### src/rtl/laser_pkg.sv
// Shared types and protocol constants for the laser link FTDI front end.
package laser_pkg;

  // Arbiter FSM states; IDLE must stay at encoding 0.
  typedef enum logic [2:0] {
    IDLE       = 3'd0,
    RD_STROBE  = 3'd1,
    RD_RECOVER = 3'd2,
    WR_SETUP   = 3'd3,
    WR_STROBE  = 3'd4,
    WR_HOLD    = 3'd5,
    TURN       = 3'd6
  } ftdi_arb_state_t;

  // Packet header bytes exchanged with the host.
  localparam logic [7:0] START_SEQ = 8'h53;
  localparam logic [7:0] STOP_SEQ  = 8'h50;
  localparam logic [7:0] ACK_SEQ   = 8'h41;
  localparam logic [7:0] DONE_SEQ  = 8'h44;

  // Packet lengths in bytes, header included.
  localparam int unsigned START_PKT_LEN = 6;
  localparam int unsigned STOP_PKT_LEN  = 2;

endpackage

### src/rtl/ftdi_fifo_arbiter_if.sv
// FT245-style FIFO pins plus the read/write requester handshakes.
interface ftdi_fifo_arbiter_if;
  logic       ftdi_rxf_n;
  logic       ftdi_txe_n;
  logic       ftdi_rd;
  logic       ftdi_wr;
  logic [7:0] ad_in;
  logic [7:0] ad_out;
  logic       ad_oe;
  logic       rd_req;
  logic [7:0] rd_data;
  logic       rd_valid;
  logic       wr_valid;
  logic [7:0] wr_data;
  logic       wr_ready;
  logic       busy;

  // Arbiter side: owns the strobes and the bus drive.
  modport master (
    input  ftdi_rxf_n, ftdi_txe_n, ad_in, rd_req, wr_valid, wr_data,
    output ftdi_rd, ftdi_wr, ad_out, ad_oe, rd_data, rd_valid, wr_ready, busy
  );

  // Pins and requesters as seen from outside the arbiter.
  modport slave (
    output ftdi_rxf_n, ftdi_txe_n, ad_in, rd_req, wr_valid, wr_data,
    input  ftdi_rd, ftdi_wr, ad_out, ad_oe, rd_data, rd_valid, wr_ready, busy
  );
endinterface

### src/rtl/bit_sync.sv
// Two-flop synchronizer for a single asynchronous level.
module bit_sync #(
  parameter logic RST_VAL = 1'b1
) (
  input  logic clk,
  input  logic rst_n,
  input  logic d,
  output logic q
);

  logic meta;

  // Metastability stage followed by the output stage.
  always_ff @(posedge clk or negedge rst_n) begin
    if (!rst_n) begin
      meta <= RST_VAL;
      q    <= RST_VAL;
    end else begin
      meta <= d;
      q    <= meta;
    end
  end

endmodule

### src/rtl/ftdi_fifo_arbiter.sv
// Owns the shared 245 FIFO bus and alternates between host reads and host writes.
module ftdi_fifo_arbiter
  import laser_pkg::*;
#(
  parameter int unsigned RD_PULSE_CYC = 3,
  parameter int unsigned WR_PULSE_CYC = 2,
  parameter int unsigned TURN_CYC     = 1
) (
  input  logic                 clock,
  input  logic                 resetN,
  ftdi_fifo_arbiter_if.master  bus
);

  localparam int unsigned RW_MAX  = (RD_PULSE_CYC > WR_PULSE_CYC) ? RD_PULSE_CYC : WR_PULSE_CYC;
  localparam int unsigned CNT_MAX = (RW_MAX > TURN_CYC) ? RW_MAX : TURN_CYC;
  localparam int unsigned CNT_W   = $clog2(CNT_MAX + 1);

  ftdi_arb_state_t  state_q, state_d;
  logic [CNT_W-1:0] cnt_q, cnt_d;
  logic             last_wr_q, last_wr_d;
  logic             rd_n_q, rd_n_d;
  logic             wr_n_q, wr_n_d;
  logic             ad_oe_q, ad_oe_d;
  logic [7:0]       ad_out_q, ad_out_d;
  logic [7:0]       rd_data_q, rd_data_d;
  logic             rd_valid_q, rd_valid_d;
  logic             busy_q;
  logic             wr_ready_c;

  logic rxf_s, txe_s;
  logic rd_el, wr_el, grant_rd, grant_wr;

  bit_sync #(.RST_VAL(1'b1)) u_rxf_sync (
    .clk   (clock),
    .rst_n (resetN),
    .d     (bus.ftdi_rxf_n),
    .q     (rxf_s)
  );

  bit_sync #(.RST_VAL(1'b1)) u_txe_sync (
    .clk   (clock),
    .rst_n (resetN),
    .d     (bus.ftdi_txe_n),
    .q     (txe_s)
  );

  // Eligibility and alternating grant; only consumed while in IDLE.
  always_comb begin
    rd_el    = bus.rd_req & ~rxf_s;
    wr_el    = bus.wr_valid & ~txe_s;
    grant_rd = rd_el & (~wr_el | last_wr_q);
    grant_wr = wr_el & ~grant_rd;
  end

  // Next state, counter and next values of every registered output.
  always_comb begin
    state_d    = state_q;
    cnt_d      = (cnt_q != '0) ? cnt_q - CNT_W'(1) : '0;
    last_wr_d  = last_wr_q;
    rd_n_d     = 1'b1;
    wr_n_d     = 1'b1;
    ad_oe_d    = 1'b0;
    ad_out_d   = ad_out_q;
    rd_data_d  = rd_data_q;
    rd_valid_d = 1'b0;
    wr_ready_c = 1'b0;

    unique case (state_q)
      IDLE: begin
        if (grant_rd) begin
          state_d   = RD_STROBE;
          cnt_d     = CNT_W'(RD_PULSE_CYC - 1);
          rd_n_d    = 1'b0;
          last_wr_d = 1'b0;
        end else if (grant_wr) begin
          state_d    = WR_SETUP;
          wr_ready_c = 1'b1;
          ad_out_d   = bus.wr_data;
          ad_oe_d    = 1'b1;
          last_wr_d  = 1'b1;
        end
      end
      RD_STROBE: begin
        if (cnt_q == '0) begin
          state_d    = RD_RECOVER;
          rd_data_d  = bus.ad_in;
          rd_valid_d = 1'b1;
        end else begin
          rd_n_d = 1'b0;
        end
      end
      RD_RECOVER: begin
        state_d = IDLE;
      end
      WR_SETUP: begin
        state_d = WR_STROBE;
        cnt_d   = CNT_W'(WR_PULSE_CYC - 1);
        wr_n_d  = 1'b0;
        ad_oe_d = 1'b1;
      end
      WR_STROBE: begin
        ad_oe_d = 1'b1;
        if (cnt_q == '0) begin
          state_d = WR_HOLD;
        end else begin
          wr_n_d = 1'b0;
        end
      end
      WR_HOLD: begin
        state_d = TURN;
        cnt_d   = CNT_W'(TURN_CYC - 1);
      end
      TURN: begin
        if (cnt_q == '0) begin
          state_d = IDLE;
        end
      end
      default: begin
        state_d = IDLE;
      end
    endcase
  end

  // State, counter and output registers; reset leaves the bus released.
  always_ff @(posedge clock or negedge resetN) begin
    if (!resetN) begin
      state_q    <= IDLE;
      cnt_q      <= '0;
      last_wr_q  <= 1'b1;
      rd_n_q     <= 1'b1;
      wr_n_q     <= 1'b1;
      ad_oe_q    <= 1'b0;
      ad_out_q   <= '0;
      rd_data_q  <= '0;
      rd_valid_q <= 1'b0;
      busy_q     <= 1'b0;
    end else begin
      state_q    <= state_d;
      cnt_q      <= cnt_d;
      last_wr_q  <= last_wr_d;
      rd_n_q     <= rd_n_d;
      wr_n_q     <= wr_n_d;
      ad_oe_q    <= ad_oe_d;
      ad_out_q   <= ad_out_d;
      rd_data_q  <= rd_data_d;
      rd_valid_q <= rd_valid_d;
      busy_q     <= (state_d != IDLE);
    end
  end

  // wr_ready is the IDLE grant itself so the byte is taken on the grant edge.
  assign bus.ftdi_rd  = rd_n_q;
  assign bus.ftdi_wr  = wr_n_q;
  assign bus.ad_oe    = ad_oe_q;
  assign bus.ad_out   = ad_out_q;
  assign bus.rd_data  = rd_data_q;
  assign bus.rd_valid = rd_valid_q;
  assign bus.wr_ready = wr_ready_c;
  assign bus.busy     = busy_q;

endmodule

### src/flat_wrapper.sv
// flat-port wrapper written by rule: the top's interface ports become plain ports
module ftdi_fifo_arbiter_flat import laser_pkg::*;
#(
  parameter int unsigned RD_PULSE_CYC = 3,
  parameter int unsigned WR_PULSE_CYC = 2,
  parameter int unsigned TURN_CYC     = 1
)
  (clock, resetN, bus_ftdi_rxf_n, bus_ftdi_txe_n, bus_ad_in, bus_rd_req, bus_wr_valid, bus_wr_data, bus_ftdi_rd, bus_ftdi_wr, bus_ad_out, bus_ad_oe, bus_rd_data, bus_rd_valid, bus_wr_ready, bus_busy);
  ftdi_fifo_arbiter_if bus_i ();
  input  logic clock;
  input  logic resetN;
  input wire logic [$bits(bus_i.ftdi_rxf_n)-1:0] bus_ftdi_rxf_n;
  input wire logic [$bits(bus_i.ftdi_txe_n)-1:0] bus_ftdi_txe_n;
  input wire logic [$bits(bus_i.ad_in)-1:0] bus_ad_in;
  input wire logic [$bits(bus_i.rd_req)-1:0] bus_rd_req;
  input wire logic [$bits(bus_i.wr_valid)-1:0] bus_wr_valid;
  input wire logic [$bits(bus_i.wr_data)-1:0] bus_wr_data;
  output wire logic [$bits(bus_i.ftdi_rd)-1:0] bus_ftdi_rd;
  output wire logic [$bits(bus_i.ftdi_wr)-1:0] bus_ftdi_wr;
  output wire logic [$bits(bus_i.ad_out)-1:0] bus_ad_out;
  output wire logic [$bits(bus_i.ad_oe)-1:0] bus_ad_oe;
  output wire logic [$bits(bus_i.rd_data)-1:0] bus_rd_data;
  output wire logic [$bits(bus_i.rd_valid)-1:0] bus_rd_valid;
  output wire logic [$bits(bus_i.wr_ready)-1:0] bus_wr_ready;
  output wire logic [$bits(bus_i.busy)-1:0] bus_busy;
  assign bus_i.ftdi_rxf_n = bus_ftdi_rxf_n;
  assign bus_i.ftdi_txe_n = bus_ftdi_txe_n;
  assign bus_i.ad_in = bus_ad_in;
  assign bus_i.rd_req = bus_rd_req;
  assign bus_i.wr_valid = bus_wr_valid;
  assign bus_i.wr_data = bus_wr_data;
  assign bus_ftdi_rd = bus_i.ftdi_rd;
  assign bus_ftdi_wr = bus_i.ftdi_wr;
  assign bus_ad_out = bus_i.ad_out;
  assign bus_ad_oe = bus_i.ad_oe;
  assign bus_rd_data = bus_i.rd_data;
  assign bus_rd_valid = bus_i.rd_valid;
  assign bus_wr_ready = bus_i.wr_ready;
  assign bus_busy = bus_i.busy;
  ftdi_fifo_arbiter #(.RD_PULSE_CYC(RD_PULSE_CYC), .WR_PULSE_CYC(WR_PULSE_CYC), .TURN_CYC(TURN_CYC)) u_core (.clock(clock), .resetN(resetN), .bus(bus_i));
endmodule
### config.mk
export PLATFORM = sky130hd
export DESIGN_NAME = ftdi_fifo_arbiter_flat
export DESIGN_NICKNAME = d
export VERILOG_FILES = /design/src/rtl/laser_pkg.sv /design/src/rtl/ftdi_fifo_arbiter_if.sv /design/src/rtl/bit_sync.sv /design/src/rtl/ftdi_fifo_arbiter.sv /design/src/flat_wrapper.sv
export SDC_FILE = /design/constraint.sdc
export NUM_CORES = 1
export LEC_CHECK = 0
export CAP_MARGIN = 30
export CORE_ASPECT_RATIO = 0.5
export CORE_MARGIN = 2
export CORE_UTILIZATION = 45
export DETAILED_ROUTE_END_ITERATION = 8
export PLACE_DENSITY = 0.79
export REMOVE_ABC_BUFFERS = 1
export SKIP_CTS_REPAIR_TIMING = 1
export SYNTH_ARGS = -nofsm -noshare
export SYNTH_HDL_FRONTEND = slang
export SYNTH_SLANG_ARGS = --single-unit
### constraint.sdc
create_clock -name clock -period 2.8 [get_ports clock]
set_input_delay 0.56 -clock clock [delete_from_list [all_inputs] [get_ports clock]]
set_output_delay 0.56 -clock clock [all_outputs]
set_load 0.02 [all_outputs]
==> results.py <==
metrics = {
    "final_layout": {
        "final_cells": 184,
        "layout.cells.most_common": "clkdlybuf4s50_1",
        "fin_area_um2": 1870,
        "drive_gt1_share_pct": 25.2,
        "final_cell_mix": "clkdlybuf4s50_1 (43), dfrtp_1 (24), mux2_2 (16)",
        "area_growth_pct": 46.2,
        "antenna_cells": 0,
        "fin_nets": 168,
        "utilization_pct": 70.6,
    },
    "min_path": {
        "hold_path.class": "reg -> reg",
    },
    "synthesis": {
        "ys_seq_area_share_pct": 61.2,
        "synth_area_leaders": "dfrtp_1 (47%), dfstp_2 (14%), mux2_2 (14%)",
        "synthMuxAreaShare_pct": 14.1,
        "synth_seq_cells": 31,
        "synth_compound_area_share_pct": 8.79,
        "yosys_warnings": 0,
        "ys_types": 29,
        "synth_area_um2": 1280,
        "syn-instance-count": 97,
        "synth-xor-area-share_pct": 0,
        "synth_top_family_by_area": "multiplexers",
        "synth_simple_gate_area_share_pct": 13.1,
        "synthAdderAreaFrac_pct": 0,
        "yosys.area.top_type": "dfrtp_1",
        "synth.top_cell.area_share_pct": 46.9,
        "synth.avg_cell_area_um2": 13.2,
    },
    "global_routing": {
        "grt_pass1_vias": 848,
        "grt_max_degree": 32,
        "grt_antenna_before_repair": 0,
        "grt_pass1_wl_um": 4290,
        "track_usage_pct": 17.3,
        "overflow": 0,
    },
    "power": {
        "intPower_mw": 1.44,
        "p_leak_nw": 0.786,
        "pwr_density_cell_nw_per_um2": 1160,
        "p_clk_share_pct": 20.9,
        "power_mw": 2.18,
        "netSwitchingPower_mw": 0.746,
        "ir_drop_mv": 0.696,
        "pwr-share-seq_pct": 35.8,
        "comb_power_share_pct": 43.4,
        "p_sw_share_pct": 34.2,
    },
    "timing": {
        "fin_crit_sh_pct": 91.6,
        "worst_slack_ns": 0.236,
        "setup_viol": 0,
        "clock_skew_ns": 0.00552,
        "relSlewSlack_pct": 68.9,
        "report.final.slew_viol_count": 0,
        "rsz0062_at_grt": "no",
        "hold_viol_final": 0,
        "hold-worst-slack_ns": 0.359,
        "tightest_slew_ns": 0.461,
        "timing.fmax_mhz": 390,
        "finalSetupTns_ns": 0,
        "layout_min_cycle_time_ns": 2.56,
    },
    "clocking": {
        "clock_sinks": 31,
        "clk_pin_slew_worst_paths_ns": 0.07,
        "cts_root_buf": "clkbuf_8",
        "clockBufferDepth": 2,
        "cts_inserted_buffers": 5,
        "tritoncts": "built",
        "clk_latency_ns": 0.28,
        "htreeDepth": 2,
    },
    "worst_setup_path": {
        "end_kind": "primary output",
        "critPathLaunchType": "input pin",
        "critPathKind": "in -> out",
        "reg2reg_slack_ns": 1.29,
        "crit_required_ns": 2.24,
        "cp_max_fo": 5,
        "arrival_ns": 2.00,
    },
    "run": {
        "cap_violations": 0,
    },
    "routing": {
        "drt-pass1-iter-count": 4,
        "antenna_left": 0,
        "routed-wl-met3_um": 115,
        "route.met2.wl_um": 1310,
        "top_layer_used": "met4",
        "wl_per_cell_um": 13.9,
        "vias": 924,
        "vias_per_cell": 5.02,
        "wl_um": 2560,
        "drt_iter0_markers": 65,
        "drcViolationCount": 0,
        "m1WireLength_um": 1120,
    },
    "floorplanning": {
        "initial_core_util_pct": 48.3,
        "ioPinCount": 44,
        "rows": 13,
        "die_area_um2": 3320,
        "die_w_um": 79.5,
        "die_y_um": 41.7,
        "coreArea_um2": 2650,
    },
    "placed_design": {
        "placement.io_buffers": 43,
        "dp_hpwl_um": 1800,
        "routabilityCongestion": 0.791,
        "dp_slack_ns": 0.246,
        "dp.cells": 176,
        "placed_area_um2": 1760,
    },
    "outcome": {
        "status": "finished, final reports clean",
    },
}
-- worst max-delay path, cell delays in order --
cell and delay, ns:
clkdlybuf4s50_1 0.46, and2b_1 0.23, nand3_4 0.09, inv_1 0.06
clkdlybuf4s50_1 0.60
-- path summary, 6_finish.rpt --
check / from / endpoint / cells after the start
hold / removal: u_core.u_rxf_sync.meta / u_core.u_rxf_sync.q / 0
max in group asynchronous: resetN / u_core.bus.ftdi_wr / 2
setup / recovery: bus_wr_valid / bus_wr_ready / 5
min in group asynchronous: resetN / u_core.bus.rd_data[7] / 2
setup reg to reg: u_core.state_q[2] / u_core.bus.rd_data[0] / 3
hold reg to reg: u_core.u_rxf_sync.meta / u_core.u_rxf_sync.q / 0
-- power by group through the flow --
| stage | clock network (mW) | registers [mW] | logic (mW) |
|---|---|---|---|
| floorplan | 0 | 0.979 | 0.322 |
| global placement | 0 | 0.775 | 0.934 |
| detailed placement | 0 | 0.787 | 0.950 |
| CTS | 0.460 | 0.782 | 0.956 |
| global route | 0.487 | 0.810 | 1.01 |
| finish | 0.455 | 0.781 | 0.946 |
-- per-layer routing --
layer	global-route usage (%)	vias to the layer above
li1	-	441
met1	23.7	459
met2	27.1	22
met3	4.78	2
met4	5.17	0
met5	0	-
-- synthesized netlist by cell type, drive strengths merged --
cell type and instances:
clkbuf 1, nor2 2, nand3b 2, nor3b 2
nor2b 4, and3 1, nand3 2, o221ai 1
nor3 2, a22o 1, or4 1, dfrtp 24
o31ai 3, nand2 6, o31a 1, a31oi 1
nor4 1, inv 3, buf 3, a21oi 4
mux2 16, o21ai 6, nand2b 1, and2b 1
dfstp 7, a21o 1
-- cell families after synthesis --
group / count (synthesis)
AND/OR/NAND/NOR: 25
multiplexers: 16
flip-flops: 31
AO/OA/AOI/OAI: 18
buffers and inverters: 7
-- registers in the layout, summed over array words and instances, names as in the netlist --
signal and cells:
u_core.bus.ad_oe 1, u_core.bus.ad_out 8, u_core.bus.busy 1, u_core.bus.ftdi_rd 1, u_core.bus.ftdi_wr 1, u_core.bus.rd_data 8
u_core.bus.rd_valid 1, u_core.cnt_q 2, u_core.last_wr_q 1, u_core.state_q 3, u_core.u_rxf_sync.meta 1, u_core.u_rxf_sync.q 1
u_core.u_txe_sync.meta 1, u_core.u_txe_sync.q 1
-- layout make-up --
type | instances | area (um2)
clock buffers | 6 | 82.6
clock inverters | 2 | 35.0
fillers | 201 | 778
inverters | 3 | 11.3
multi-input cells | 59 | 460
flip-flops and latches | 31 | 785
well taps | 37 | 46.3
repair buffers | 46 | 453
(Power assumes the default switching activity.)
